### config.mk
export PLATFORM = sky130hd
export DESIGN_NAME = hazard_scoreboard
export DESIGN_NICKNAME = d
export VERILOG_FILES = /design/src/rtl/hazard_scoreboard.sv
export SDC_FILE = /design/constraint.sdc
export NUM_CORES = 1
export LEC_CHECK = 0
export ABC_AREA = 0
export CAP_MARGIN = 20
export CORE_MARGIN = 2
export CORE_UTILIZATION = 50
export DETAILED_ROUTE_END_ITERATION = 6
export GPL_TIMING_DRIVEN = 0
export PLACE_DENSITY = 0.77
export SYNTH_ARGS = -nofsm -noshare
export SYNTH_HDL_FRONTEND = slang
export SYNTH_HIERARCHICAL = 1
export SYNTH_SLANG_ARGS = --single-unit
### constraint.sdc
create_clock -name clk -period 3.4 [get_ports clk]
set_input_delay 0.68 -clock clk [delete_from_list [all_inputs] [get_ports clk]]
set_output_delay 0.68 -clock clk [all_outputs]
set_load 0.02 [all_outputs]
### src/rtl/hazard_scoreboard.sv
// hazard_scoreboard -- D-stage hazard unit built on a Tuse/Tnew scoreboard.
//
// Tracks in-flight GPR writers for STAGES stages after D (1 = E, 2 = M,
// 3 = W). From them it derives the D-stage stall and the D-stage forward
// selects. An optional multiply/divide busy counter stalls HI/LO users; it
// is compiled in only when the macro HAZARD_MD_EN is defined. Without it,
// md_busy is tied low and the d_md_* inputs are ignored.
//
// Ports:
//   clk, resetn              clock, synchronous active-low reset
//   d_valid                  D holds a real instruction
//   d_rs, d_rt               D source registers
//   d_tuse_rs, d_tuse_rt     cycles until operand needed (all-ones = unused)
//   d_wr, d_dst, d_tnew      D writer info (Tnew on entry to E)
//   d_md_start, d_md_div     mult/div issue; 1 = divide
//   d_md_use                 mfhi/mflo/mthi/mtlo
//   stall                    hold PC and F/D, bubble into E
//   fwd_rs_sel, fwd_rt_sel   0 = GRF, k = stage k
//   md_busy                  multiply/divide unit occupied

// Per-source lookup: finds the youngest in-flight writer of src_i and
// decides stall / forward for that operand.
module hazard_src_chk #(
  parameter int STAGES = 3,
  parameter int RW     = 5,
  parameter int TW     = 2,
  parameter int SW     = 2
) (
  input  logic [RW-1:0]              src_i,
  input  logic [TW-1:0]              tuse_i,
  input  logic [STAGES-1:0]          vld_i,
  input  logic [STAGES-1:0][RW-1:0]  dst_i,
  input  logic [STAGES-1:0][TW-1:0]  tnew_i,
  output logic                       stall_o,
  output logic [SW-1:0]              sel_o
);
  logic          used;
  logic          hit;
  logic [SW-1:0] hit_k;
  logic [TW-1:0] hit_tnew;

  assign used = (src_i != '0) && (tuse_i != '1);

  // Scan oldest to youngest so the youngest match overwrites older ones.
  always_comb begin
    hit      = 1'b0;
    hit_k    = '0;
    hit_tnew = '0;
    for (int k = STAGES-1; k >= 0; k--) begin
      if (vld_i[k] && (dst_i[k] == src_i)) begin
        hit      = 1'b1;
        hit_k    = SW'(k+1);
        hit_tnew = tnew_i[k];
      end
    end
  end

  assign stall_o = used && hit && (hit_tnew > tuse_i);
  // A pending writer with 0 < tnew <= tuse is picked up by the downstream
  // forward muxes, so D reads the GRF path here.
  assign sel_o   = (used && hit && (hit_tnew == '0)) ? hit_k : '0;
endmodule

module hazard_scoreboard #(
  parameter int STAGES   = 3,
  parameter int RW       = 5,
  parameter int TW       = 2,
  parameter int MULT_CYC = 5,
  parameter int DIV_CYC  = 10
) (
  input  logic                         clk,
  input  logic                         resetn,
  input  logic                         d_valid,
  input  logic [RW-1:0]                d_rs,
  input  logic [RW-1:0]                d_rt,
  input  logic [TW-1:0]                d_tuse_rs,
  input  logic [TW-1:0]                d_tuse_rt,
  input  logic                         d_wr,
  input  logic [RW-1:0]                d_dst,
  input  logic [TW-1:0]                d_tnew,
  input  logic                         d_md_start,
  input  logic                         d_md_div,
  input  logic                         d_md_use,
  output logic                         stall,
  output logic [$clog2(STAGES+1)-1:0]  fwd_rs_sel,
  output logic [$clog2(STAGES+1)-1:0]  fwd_rt_sel,
  output logic                         md_busy
);
  localparam int SW = $clog2(STAGES+1);

  // Scoreboard: index k holds stage k+1. sb_vld_q doubles as the valid pipe.
  logic [STAGES-1:0]         sb_vld_q,  sb_vld_d;
  logic [STAGES-1:0][RW-1:0] sb_dst_q,  sb_dst_d;
  logic [STAGES-1:0][TW-1:0] sb_tnew_q, sb_tnew_d;

  logic [1:0][RW-1:0] src;
  logic [1:0][TW-1:0] tuse;
  logic [1:0]         op_stall;
  logic [1:0][SW-1:0] sel;
  logic               md_stall;

  assign src  = {d_rt, d_rs};
  assign tuse = {d_tuse_rt, d_tuse_rs};

  for (genvar s = 0; s < 2; s++) begin : g_src
    hazard_src_chk #(
      .STAGES(STAGES), .RW(RW), .TW(TW), .SW(SW)
    ) u_chk (
      .src_i   (src[s]),
      .tuse_i  (tuse[s]),
      .vld_i   (sb_vld_q),
      .dst_i   (sb_dst_q),
      .tnew_i  (sb_tnew_q),
      .stall_o (op_stall[s]),
      .sel_o   (sel[s])
    );
  end

  assign fwd_rs_sel = sel[0];
  assign fwd_rt_sel = sel[1];
  assign stall      = d_valid && ((|op_stall) || md_stall);

  // Entries advance every cycle; a stall only turns entry 1 into a bubble.
  always_comb begin
    sb_vld_d  = '0;
    sb_dst_d  = '0;
    sb_tnew_d = '0;
    if (d_valid && !stall) begin
      sb_vld_d[0]  = d_wr && (d_dst != '0);
      sb_dst_d[0]  = d_dst;
      sb_tnew_d[0] = d_tnew;
    end
    for (int k = 1; k < STAGES; k++) begin
      sb_vld_d[k]  = sb_vld_q[k-1];
      sb_dst_d[k]  = sb_dst_q[k-1];
      sb_tnew_d[k] = (sb_tnew_q[k-1] != '0) ? sb_tnew_q[k-1] - 1'b1 : '0;
    end
  end

  always_ff @(posedge clk) begin
    if (!resetn) begin
      sb_vld_q  <= '0;
      sb_dst_q  <= '0;
      sb_tnew_q <= '0;
    end else begin
      sb_vld_q  <= sb_vld_d;
      sb_dst_q  <= sb_dst_d;
      sb_tnew_q <= sb_tnew_d;
    end
  end

`ifdef HAZARD_MD_EN
  localparam int CW = $clog2(DIV_CYC+1);
  logic [CW-1:0] md_cnt_q, md_cnt_d;

  always_comb begin
    md_cnt_d = md_cnt_q;
    if (d_valid && d_md_start && !stall)
      md_cnt_d = d_md_div ? CW'(DIV_CYC) : CW'(MULT_CYC);
    else if (md_cnt_q != '0)
      md_cnt_d = md_cnt_q - 1'b1;
  end

  always_ff @(posedge clk) begin
    if (!resetn) md_cnt_q <= '0;
    else         md_cnt_q <= md_cnt_d;
  end

  assign md_busy  = (md_cnt_q != '0);
  // A new mult/div also waits, so a start at count 1 loads on the next issue.
  assign md_stall = d_valid && (d_md_start || d_md_use) && md_busy;
`else
  logic md_unused;
  assign md_unused = ^{d_md_start, d_md_div, d_md_use};
  assign md_busy   = 1'b0;
  assign md_stall  = 1'b0;
`endif
endmodule

Word-level counts from Yosys, hierarchy flattened
Index checks and enable logic that the tools add are counted.
{"block": "classes", "magnitude_cmp": 2, "bitwise_logic": 0, "add_sub_neg": 2, "n_eq_ne": 8, "reduce_logical": 29, "mul": 0, "shifts": 0, "mux": 20, "n_div": 0}
{"op": "$eq A5 B5 Y1", "count": 6}
{"op": "$mux W2", "count": 14}
{"op": "$logic_and A1 B1 Y1", "count": 17}
{"op": "$reduce_bool A5 Y1", "count": 3}
{"op": "$mux W1", "count": 6}
{"op": "$reduce_and A2 Y1", "count": 3}
{"op": "$gt A2 B2 Y1", "count": 2}
{"op": "$logic_not A2 Y1", "count": 2}
{"op": "$ne A2 B2 Y1 const B", "count": 2}
{"op": "$reduce_bool A2 Y1", "count": 2}
{"op": "$sub A2 B1 Y2 const B", "count": 2}
{"op": "$reduce_or A2 Y1", "count": 1}
{"op": "$logic_not A1 Y1", "count": 1}
{"block": "totals", "romBits": 0, "wordCells": 69, "latch_bits": 0, "output_inout_bits": 6, "memories": 0, "register_bits": 24, "inputBits": 28, "ramBits": 0}

Logic depth before layout (Yosys ltp)
Gate-level depths: netlist (run 1).
{"block": "depth", "word_depth": 12, "depth_mapped": 13, "mapped_depth_nobuf": 13}

Hierarchy
The synthesis (run 1) kept the hierarchy.
{"mod": "hazard_src_chk", "area_per_inst_um2": 429.2, "n_inst": 2, "seq_area_each_um2": 0.0, "cells_each": 51}
{"mod": "hazard_scoreboard", "area_per_inst_um2": 719.4, "n_inst": 1, "seq_area_each_um2": 480.5, "cells_each": 62}

Worst setup path after synthesis (run 1)
No wires, ideal clock.
{"block": "synth_timing", "kind": "input-to-output", "startpoint": "input port d_rt[3]", "endpoint": "output port stall", "n_path_buf": 0, "setup_slack_ns": 0.223, "stages": 10, "arrival_ns": 2.497, "t_required_ns": 2.720, "cell_sequence": "xor2_1 > nor4_4 > o211ai_1 > a31oi_2 > inv_1 > ha_1 > a21oi_1 > nand2_1 > a31oi_1 > o21a_1"}
{"block": "synth_between", "elab_chain_len": 9, "elab_cells_between_ends": 19, "cone_classes": "order compare (1); eq/ne (3); mux (6); reduce/logical (9)"}
{"element": "start: declaration", "line": "75", "source": "input logic [RW-1:0] d_rt,"}
{"element": "$eq A5 B5 Y1", "line": "50", "source": "if (vld_i[k] && (dst_i[k] == src_i)) begin"}
{"element": "$logic_and A1 B1 Y1", "line": "50"}
{"element": "$mux W2 / $mux W1 (equally long branches) (3 in a row)", "line": "50"}
{"element": "$gt A2 B2 Y1 / $logic_and A1 B1 Y1 (equally long branches)", "line": "58", "source": "assign stall_o = used && hit && (hit_tnew > tuse_i);"}
{"element": "$logic_and A1 B1 Y1 (*)", "line": "58"}
{"element": "named net op_stall[1]", "line": "98", "source": "logic [1:0] op_stall;"}
{"element": "$reduce_or A2 Y1 (*)", "line": "121", "source": "assign stall = d_valid && ((|op_stall) || md_stall);"}
{"element": "$logic_and A1 B1 Y1 (*)", "line": "121"}
{"element": "end: declaration", "line": "84", "source": "output logic stall,"}
The timed path passes the listed nets; every way through them passes the cells marked *.

Final worst setup path (run 1)
{"block": "layout_timing", "startpoint": "input port d_rs[0]", "endpoint": "output port stall"}
{"block": "layout_between", "elab_chain_len": 9, "elab_cells_between_ends": 19, "cone_classes": "order compare (1); eq/ne (3); mux (6); reduce/logical (9)"}
{"element": "start: declaration", "line": "74", "source": "input logic [RW-1:0] d_rs,"}
{"element": "$eq A5 B5 Y1", "line": "50"}
{"element": "$logic_and A1 B1 Y1", "line": "50"}
{"element": "$mux W2 / $mux W1 (equally long branches) (3 in a row)", "line": "50"}
{"element": "$gt A2 B2 Y1 / $logic_and A1 B1 Y1 (equally long branches)", "line": "58"}
{"element": "$logic_and A1 B1 Y1 (*)", "line": "58"}
{"element": "named net op_stall[0]", "line": "98"}
{"element": "$reduce_or A2 Y1 (*)", "line": "121"}
{"element": "$logic_and A1 B1 Y1 (*)", "line": "121"}
Marks and branches as above.

==> results of run 1 <==
per-layer routing:
layer	vias to the layer above	global-route usage	routed length [µm]
met5	-	0	0
met2	56	0.405	2180
met4	0	0.0889	126
met1	674	0.248	1610
li1	668	-	-
met3	15	0.0130	218
layout make-up:
cell class / instances / area (µm²)
repair buffers: 44 / 385
plain buffers: 2 / 11.3
multi-input cells: 128 / 1260
clock buffers: 3 / 22.5
well taps: 44 / 55.1
clock inverters: 1 / 30.0
flip-flops and latches: 24 / 480
fillers: 213 / 748
inverters: 10 / 37.5
report_power, final:
group          internal, mW  leakage [nW]  total [mW]  switching [mW]
Combinational        0.0689         0.695       0.130          0.0610
Sequential            0.290         0.196       0.304          0.0133
Clock                 0.119        0.0279       0.197          0.0775
flip-flops by register name, indices dropped and copies added (netlist names):
name,flops
sb_tnew_q,6
sb_dst_q,5
sb_vld_q,3
sb_dst_d,10
stage by stage:
| step | TNS [ns] | setup WS, ns | instance area, µm² | power [mW] |
|---|---|---|---|---|
| 2_1_floorplan | 0 | 0.223 | 1580 | 0.364 |
| 3_3_place_gp | -4.19 | -1.10 | 1920 | 0.411 |
| 3_5_place_dp | -5.32 | -1.17 | 1920 | 0.415 |
| 4_1_cts | -0.0873 | -0.0873 | 2130 | 0.621 |
| 5_1_grt | -0.201 | -0.201 | 2280 | 0.659 |
| 6_report | -0.114 | -0.114 | 2280 | 0.630 |
cells in the final DEF (no fill, tap or decap), types with 2 or more instances in the layout:
| cell type | synthesis | final |
|---|---|---|
| nand3_1 | 2 | 2 |
| clkbuf_4 | 0 | 3 |
| nand2_2 | 0 | 2 |
| ha_1 | 6 | 5 |
| nor4_4 | 2 | 2 |
| a31oi_4 | 2 | 6 |
| buf_6 | 0 | 2 |
| o211ai_1 | 2 | 2 |
| and4_4 | 0 | 2 |
| o211ai_2 | 2 | 2 |
| nand2b_1 | 2 | 2 |
| nand4_1 | 4 | 4 |
| nor4b_2 | 2 | 2 |
| xnor2_2 | 2 | 9 |
| nand4_2 | 4 | 4 |
| nor3_1 | 6 | 4 |
| dlymetal6s2s_1 | 0 | 2 |
| nor3_2 | 0 | 2 |
| clkdlybuf4s50_1 | 0 | 14 |
| a22oi_1 | 2 | 2 |
| a21oi_2 | 0 | 2 |
| nand2_1 | 8 | 6 |
| dfxtp_1 | 24 | 24 |
| dlygate4sd2_1 | 0 | 2 |
| or2_4 | 0 | 2 |
| inv_1 | 10 | 10 |
| a21oi_1 | 4 | 2 |
| nor2_1 | 8 | 8 |
| xnor2_1 | 20 | 12 |
| buf_4 | 1 | 17 |
| and2_1 | 18 | 18 |
| and3_1 | 4 | 4 |
| nand3_2 | 2 | 2 |
| buf_8 | 0 | 2 |
| a2111oi_2 | 2 | 2 |
| xor2_1 | 8 | 2 |
| xor2_2 | 0 | 6 |
| buf_2 | 0 | 6 |
| o21a_1 | 3 | 3 |
cell families (layout without fill, tap and decap cells):
family,Yosys count,count (layout),share of synthesized area
fa+ha+maj,6,6,0.0476
buf+inv,12,60,0.0309
flops,24,24,0.305
other cells,1,1,0.00238
xor+xnor,30,30,0.176
simple gates,69,69,0.301
compound gates,22,22,0.138
final timing paths:
kind              cells after the start  slack, ns               startpoint                       to
setup reg to reg                     11       0.63   sb_dst_d[9]$_SDFF_PN0_   sb_dst_d[6]$_SDFF_PN0_
hold reg to reg                       1       0.52  sb_tnew_q[2]$_SDFF_PN0_  sb_tnew_q[4]$_SDFF_PN0_
hold / removal                        1       0.52  sb_tnew_q[2]$_SDFF_PN0_  sb_tnew_q[4]$_SDFF_PN0_
setup / recovery                     13      -0.11                  d_rs[0]                    stall
what timing repair did:
action | 4_1_cts | 5_1_grt
setup endpoints to repair | 6 | 3
hold buffers | 0 | 0
pin swaps | 11 | 13
resized for setup | 74 | 21
buffers inserted | 8 | 7
worst max-delay path, cell delays in order:
cell,delay [ns]
buf_8,0.10
buf_4,0.14
xnor2_1,0.18
nand2_1,0.15
or2_4,0.31
a31oi_4,0.21
inv_1,0.06
ha_1,0.30
a21oi_2,0.15
nand2_2,0.09
a31oi_4,0.20
o21a_1,0.15
buf_6,0.11
==> flow_summary.ini, run 1 <==
[power]
peakVddDrop_uv = 418
powerDensity_mw_per_mm2 = 276
leakage_nw = 0.918

[die]
ios = 34
dieArea_mm2 = 0.00362
rows = 20
die_height_um = 60.2
die_width_um = 60.2
start_util = 0.521
core-area_mm2 = 0.00303

[timing]
max_freq_mhz = 285
final-setup-viol-count = 1
setup_ws_ns = -0.114
period_needed_ns = 3.51
maxSlewViolCount = 0
hold_slack_ns = 0.519
hold_viol_final = 0
period_share = 1.03
skew_ns = 0.00361
grt_setup_unrepaired = yes

[synth]
yosys_warnings = 6
syn_inst = 164
ys_seq_elements = 24
synth_edf_count = 0
ys.flop_type = dfxtp_1
synthTopCellsByCount = dfxtp_1, xnor2_1, and2_1
syn-cell-area_mm2 = 0.00158
synth_top_area_share = 0.305
synth_top_cell_by_area = dfxtp_1
synth_nets = 198
synthArstFlopShare = 0
yosysMostFrequentCell = dfxtp_1
yosysSeqAreaShare = 0.305
avgSynthCellArea_um2 = 9.62
ys_types = 36
yosys-top-cells-area = dfxtp_1, xnor2_1, and2_1, ha_1, xor2_1

[run]
drv_cap = 0

[drt]
via_count = 1413
dr.pass1.iters = 4
ant_nets = 0
avgRoutedWirePerCell_um = 16.1
vias_per_cell = 5.52
drc = 0
drt_iter0_drc = 72
drt-total-wl_mm = 4.13

[global_routing]
grt_pass1_wl_mm = 5.80
grt_max_degree = 15
grt_util_all_layers = 0.215
antenna_found_initial = 0
overflow = 0
grt_pass1_vias = 1376

[cts]
cts_buffers = 3
insertion_delay_ns = 0.30
cts_root_buffer = clkbuf_4
h-tree-depth = 1
clk_pin_slew_worst_paths_ns = 0.12
cts.sinks = 24
clock_path_buffers = 2
tritoncts = done

[critical_path]
worst_setup_path_start_kind = input port
worst_ep_arrival_time_ns = 2.83
critPathMaxFanout = 3
end_kind = primary output
path_class = input port to primary output
critical_path_required_ns = 2.72

[placed_design]
port_buffers = 29
gp_congestion = 0.866
place_inst = 237
hpwl_mm = 2.81

[worst_hold_path]
hold_class = flip-flop to flip-flop

[run_status]
status = complete, but fails checks
violations = negative setup slack

[finish]
nets = 247
drive_gt1_frac = 0.377
fin_util = 0.753
final_cells = 256
syn2layout_area_growth_pct = 44.5
num_antenna_cells = 0
Power figures use the tool's default switching activity.
==> inputs of run 2 (changes only) <==
Settings changed: CORE_ASPECT_RATIO set to 0.8.
==> flow_summary.ini, run 2 (same netlist as run 1, synthesis figures left out) <==
[power]
peakVddDrop_uv = 369
power.internal_mw = 0.447
swShare = 0.258
pwr-share-seq = 0.507
clockPowerShare = 0.251
leakage_nw = 0.914
power_frac_comb = 0.242
switchingPower_mw = 0.156
powerDensity_mw_per_mm2 = 254

[critical_path]
critPathMaxFanout = 4
path_cells = buf_2 -> xnor2_2 -> nand4_2 -> o211ai_1 -> a31oi_4 -> inv_1 -> ha_2 -> a21oi_2 -> nand2_1 -> a31oi_4 -> o21a_1 -> buf_6
reg2regPathDepth = 11
end_kind = primary output
r2r-start = sb_dst_q[10]$_SDFF_PN0_
worst-r2r-setup-slack_ns = 0.60
slowest_stage = o211ai_1
path_class = input port to primary output
critical_path_required_ns = 2.72
worst_setup_path_start_kind = input port
cp_common_cell = a31oi_4
rr_endpoint = sb_dst_d[6]$_SDFF_PN0_
crit_end = stall
worst_ep_arrival_time_ns = 2.88
crit_start = d_rt[4]
cpPeakStageDelay_ns = 0.35

[timing]
hold_viol_final = 0
maxSlewViolCount = 0
skew_ns = 0.00597
setup_ws_ns = -0.158
final-setup-viol-count = 1
max_freq_mhz = 281
grt_setup_unrepaired = yes
period_share = 1.05
period_needed_ns = 3.56

[finish]
syn2layout_area_growth_pct = 50.3
nets = 243
num_antenna_cells = 0
multi_input_area_mm2 = 0.00138
final_cell_mix = dfxtp_1, and2_1, xnor2_2
seq_area_um2 = 482
largest_reg_flops = 10
fin_area_mm2 = 0.00237
drive_gt1_frac = 0.425
layout_commonest_cell = dfxtp_1
final.fill_count = 183

[drt]
vias_per_cell = 5.85
dr.pass1.iters = 4
drt_iter0_drc = 64
avgRoutedWirePerCell_um = 18.5
ant_nets = 0
via_count = 1444
drt-total-wl_mm = 4.57
drc = 0

[die]
die_height_um = 54.2
core-area_mm2 = 0.00304
dieArea_mm2 = 0.00362
rows = 18
start_util = 0.519
die_width_um = 66.8
ios = 34

[global_routing]
grt.busiest_layer = met2
antenna_found_initial = 0
grt.met1_usage = 0.274
met3_usage = 0.0329
grt_max_degree = 13
overflow = 0
grt_pass1_vias = 1347
grtUsageMet2 = 0.420
grt_pass1_wl_mm = 6.04
grt_util_all_layers = 0.225

[run_status]
status = complete, but fails checks
violations = negative setup slack

[cts]
cts_buffers = 3
cts.sinks = 24
tritoncts = done
clk_pin_slew_worst_paths_ns = 0.07
insertion_delay_ns = 0.25
h-tree-depth = 1
cts_root_buffer = clkbuf_8
clock_path_buffers = 2

[placed_design]
port_buffers = 29
preCtsSetupSlack_ns = -1.19
gp_congestion = 0.861
dpl_cell_area_mm2 = 0.00192
hpwl_mm = 2.97

[worst_hold_path]
hold_class = flip-flop to flip-flop

[run]
drv_cap = 0
-- run 2: how the worst min path moves through the flow --
stage                                       start                 endpoint  slack [ns]  depth (start not counted)
after detailed placement  sb_tnew_q[2]$_SDFF_PN0_  sb_tnew_q[4]$_SDFF_PN0_        0.47                          1
after global routing      sb_tnew_q[2]$_SDFF_PN0_  sb_tnew_q[4]$_SDFF_PN0_        0.53                          1
final                     sb_tnew_q[0]$_SDFF_PN0_  sb_tnew_q[2]$_SDFF_PN0_        0.50                          1
after CTS                 sb_tnew_q[2]$_SDFF_PN0_  sb_tnew_q[4]$_SDFF_PN0_        0.49                          1
after global placement    sb_tnew_q[2]$_SDFF_PN0_  sb_tnew_q[4]$_SDFF_PN0_        0.46                          1
after floorplan           sb_tnew_q[2]$_SDFF_PN0_  sb_tnew_q[4]$_SDFF_PN0_        0.43                          1
-- run 2: through the flow --
step | hold WS [ns] | TNS (ns) | std cells | power, mW | utilization
3_3_place_gp | 0.464 | -4.14 | 233 | 0.411 | 0.631
5_1_grt | 0.531 | -0.270 | 247 | 0.625 | 0.780
2_1_floorplan | 0.427 | 0 | 164 | 0.364 | -
4_1_cts | 0.490 | -0.123 | 243 | 0.573 | 0.698
6_report | 0.504 | -0.158 | 247 | 0.603 | 0.780
3_5_place_dp | 0.473 | -5.46 | 233 | 0.416 | 0.631
-- run 2: power by group through the flow --
stage | registers, mW | clock network (mW) | logic [mW]
6_report | 0.306 | 0.151 | 0.146
5_1_grt | 0.306 | 0.165 | 0.154
4_1_cts | 0.302 | 0.155 | 0.116
3_5_place_dp | 0.308 | 0 | 0.108
3_3_place_gp | 0.308 | 0 | 0.103
2_1_floorplan | 0.304 | 0 | 0.0603
-- run 2: repair_timing --
item / in CTS / in global routing
hold buffers: 0 / 0
cloned: 0 / 0
pin swaps: 12 / 14
buffers inserted: 7 / 4
resized for setup: 65 / 62
setup endpoints to repair: 13 / 2
-- run 2: metal layers --
metal  share of wire  routed length [µm]  up-vias
met5               0                   0        -
met4           0.027                 125        0
met3           0.068                 309       17
met2            0.50                2300       73
met1            0.40                1830      685
li1                -                   -      669
-- run 2: layout make-up --
cell class | count | area share
flip-flops and latches | 24 | 0.203
repair buffers | 40 | 0.155
well taps | 40 | 0.0211
inverters | 10 | 0.0158
clock buffers | 3 | 0.0174
plain buffers | 2 | 0.00475
multi-input cells | 128 | 0.583
-- run 2: worst max-delay path: cells and delay by family --
kind	cells	cell delay (ns)
buf+inv	3	0.35
fa+ha+maj	1	0.27
compound gates	5	1.02
simple gates	2	0.32
xor+xnor	1	0.24
==> inputs of run 3 (changes only) <==
Clock period 3.4 ns to 3.65 ns, I/O delays scaled along.
==> flow_summary.ini, run 3 (same netlist as run 1, synthesis figures left out) <==
[finish]
final_cell_mix = dfxtp_1, and2_1, clkdlybuf4s50_1
largest_reg_flops = 10
num_antenna_cells = 0
nets = 239
drive_gt1_frac = 0.305
syn2layout_area_growth_pct = 35.5
layout_commonest_cell = dfxtp_1
final.fill_count = 241
fin_area_mm2 = 0.00214

[die]
core-area_mm2 = 0.00304
start_util = 0.519
rows = 18
dieArea_mm2 = 0.00362
ios = 34
die_height_um = 54.2
die_width_um = 66.8

[cts]
h-tree-depth = 1
clock_path_buffers = 2
clk_pin_slew_worst_paths_ns = 0.07
cts.sinks = 24
cts_root_buffer = clkbuf_8
cts_buffers = 3
insertion_delay_ns = 0.25
tritoncts = done

[power]
powerDensity_mw_per_mm2 = 249
leakage_nw = 0.887
peakVddDrop_uv = 340

[global_routing]
grt_pass1_vias = 1335
grt_pass1_wl_mm = 6.11
overflow = 0
grt_util_all_layers = 0.228
antenna_found_initial = 0
grt_max_degree = 13

[run]
drv_cap = 0

[drt]
dr.pass1.iters = 4
via_count = 1333
vias_per_cell = 5.49
ant_nets = 0
avgRoutedWirePerCell_um = 15.5
drc = 0
drt-total-wl_mm = 3.76
drt_iter0_drc = 61

[timing]
final-setup-viol-count = 1
maxSlewViolCount = 0
hold_slack_ns = 0.489
skew_ns = 0.00553
hold_viol_final = 0
period_needed_ns = 3.70
grt_setup_unrepaired = yes
max_freq_mhz = 270
setup_ws_ns = -0.0521
period_share = 1.01

[critical_path]
end_kind = primary output
worst_ep_arrival_time_ns = 2.97
path_class = input port to primary output
critical_path_required_ns = 2.92
worst_setup_path_start_kind = input port
critPathMaxFanout = 4

[placed_design]
hpwl_mm = 2.97
gp_congestion = 0.861
dpl_cell_area_mm2 = 0.00192
port_buffers = 29

[run_status]
violations = negative setup slack
status = complete, but fails checks

[worst_hold_path]
hold_class = flip-flop to flip-flop
-- run 3: cell types whose count changed in the layout (fill, tap and decap cells not counted), sizes merged --
cell | previous run | this run
clkbuf | 5 | 4
dlygate4sd2 | 4 | 0
clkdlybuf4s15 | 0 | 5
dlymetal6s2s | 0 | 4
buf | 22 | 14
-- run 3: worst paths after layout --
check                               start                       to  slack (ns)  cells after the start
setup / recovery                  d_rt[4]                    stall       -0.05                     12
hold / removal    sb_tnew_q[2]$_SDFF_PN0_  sb_tnew_q[4]$_SDFF_PN0_        0.49                      1
setup reg to reg  sb_dst_q[11]$_SDFF_PN0_   sb_dst_d[6]$_SDFF_PN0_        0.87                     11
hold reg to reg   sb_tnew_q[2]$_SDFF_PN0_  sb_tnew_q[4]$_SDFF_PN0_        0.49                      1
-- run 3: area by class of cell --
| cell class | instances | area (µm²) | share of cell area |
|---|---|---|---|
| flip-flops and latches | 24 | 480 | 0.225 |
| clock buffers | 3 | 41.3 | 0.0193 |
| plain buffers | 2 | 11.3 | 0.00527 |
| repair buffers | 36 | 332 | 0.155 |
| multi-input cells | 128 | 1190 | 0.555 |
| well taps | 40 | 50.0 | 0.0234 |
| inverters | 10 | 37.5 | 0.0176 |
-- run 3: power breakdown --
part | switching, mW | internal (mW)
sequential | 0.0115 | 0.271
clock | 0.0669 | 0.0733
combinational | 0.0519 | 0.0581
-- run 3: worst max-delay path: stages --
cell             delay [ns]
clkdlybuf4s15_2        0.24
xor2_1                 0.20
nor4_4                 0.32
o211ai_1               0.18
a31oi_2                0.24
inv_1                  0.06
ha_1                   0.28
a21oi_1                0.14
nand2_1                0.09
a31oi_2                0.21
o21a_1                 0.14
buf_4                  0.14
-- run 3: per-layer routing --
metal	vias up	GRT usage	share of wire
met5	-	0	0
met4	0	0.0612	0.011
met3	6	0.0514	0.087
met2	57	0.418	0.50
met1	617	0.273	0.40
li1	653	-	-
-- run 3: metrics by stage --
step / utilization / setup WS (ns) / setup TNS [ns] / instances / power [mW]
2_1_floorplan: - / 0.373 / 0 / 164 / 0.339
3_3_place_gp: 0.631 / -0.938 / -1.79 / 233 / 0.382
3_5_place_dp: 0.631 / -1.04 / -3.11 / 233 / 0.387
4_1_cts: 0.698 / 0.0132 / 0 / 242 / 0.534
5_1_grt: 0.703 / -0.207 / -0.207 / 243 / 0.557
6_report: 0.703 / -0.0521 / -0.0521 / 243 / 0.532
-- run 3: timing repair --
action,in CTS,in global routing
setup endpoints to repair,5,5
cloned,0,0
pin swaps,12,1
endpoints found under the hold margin,0,0
buffers inserted,6,1
hold buffers,0,0
gates resized for setup,61,4
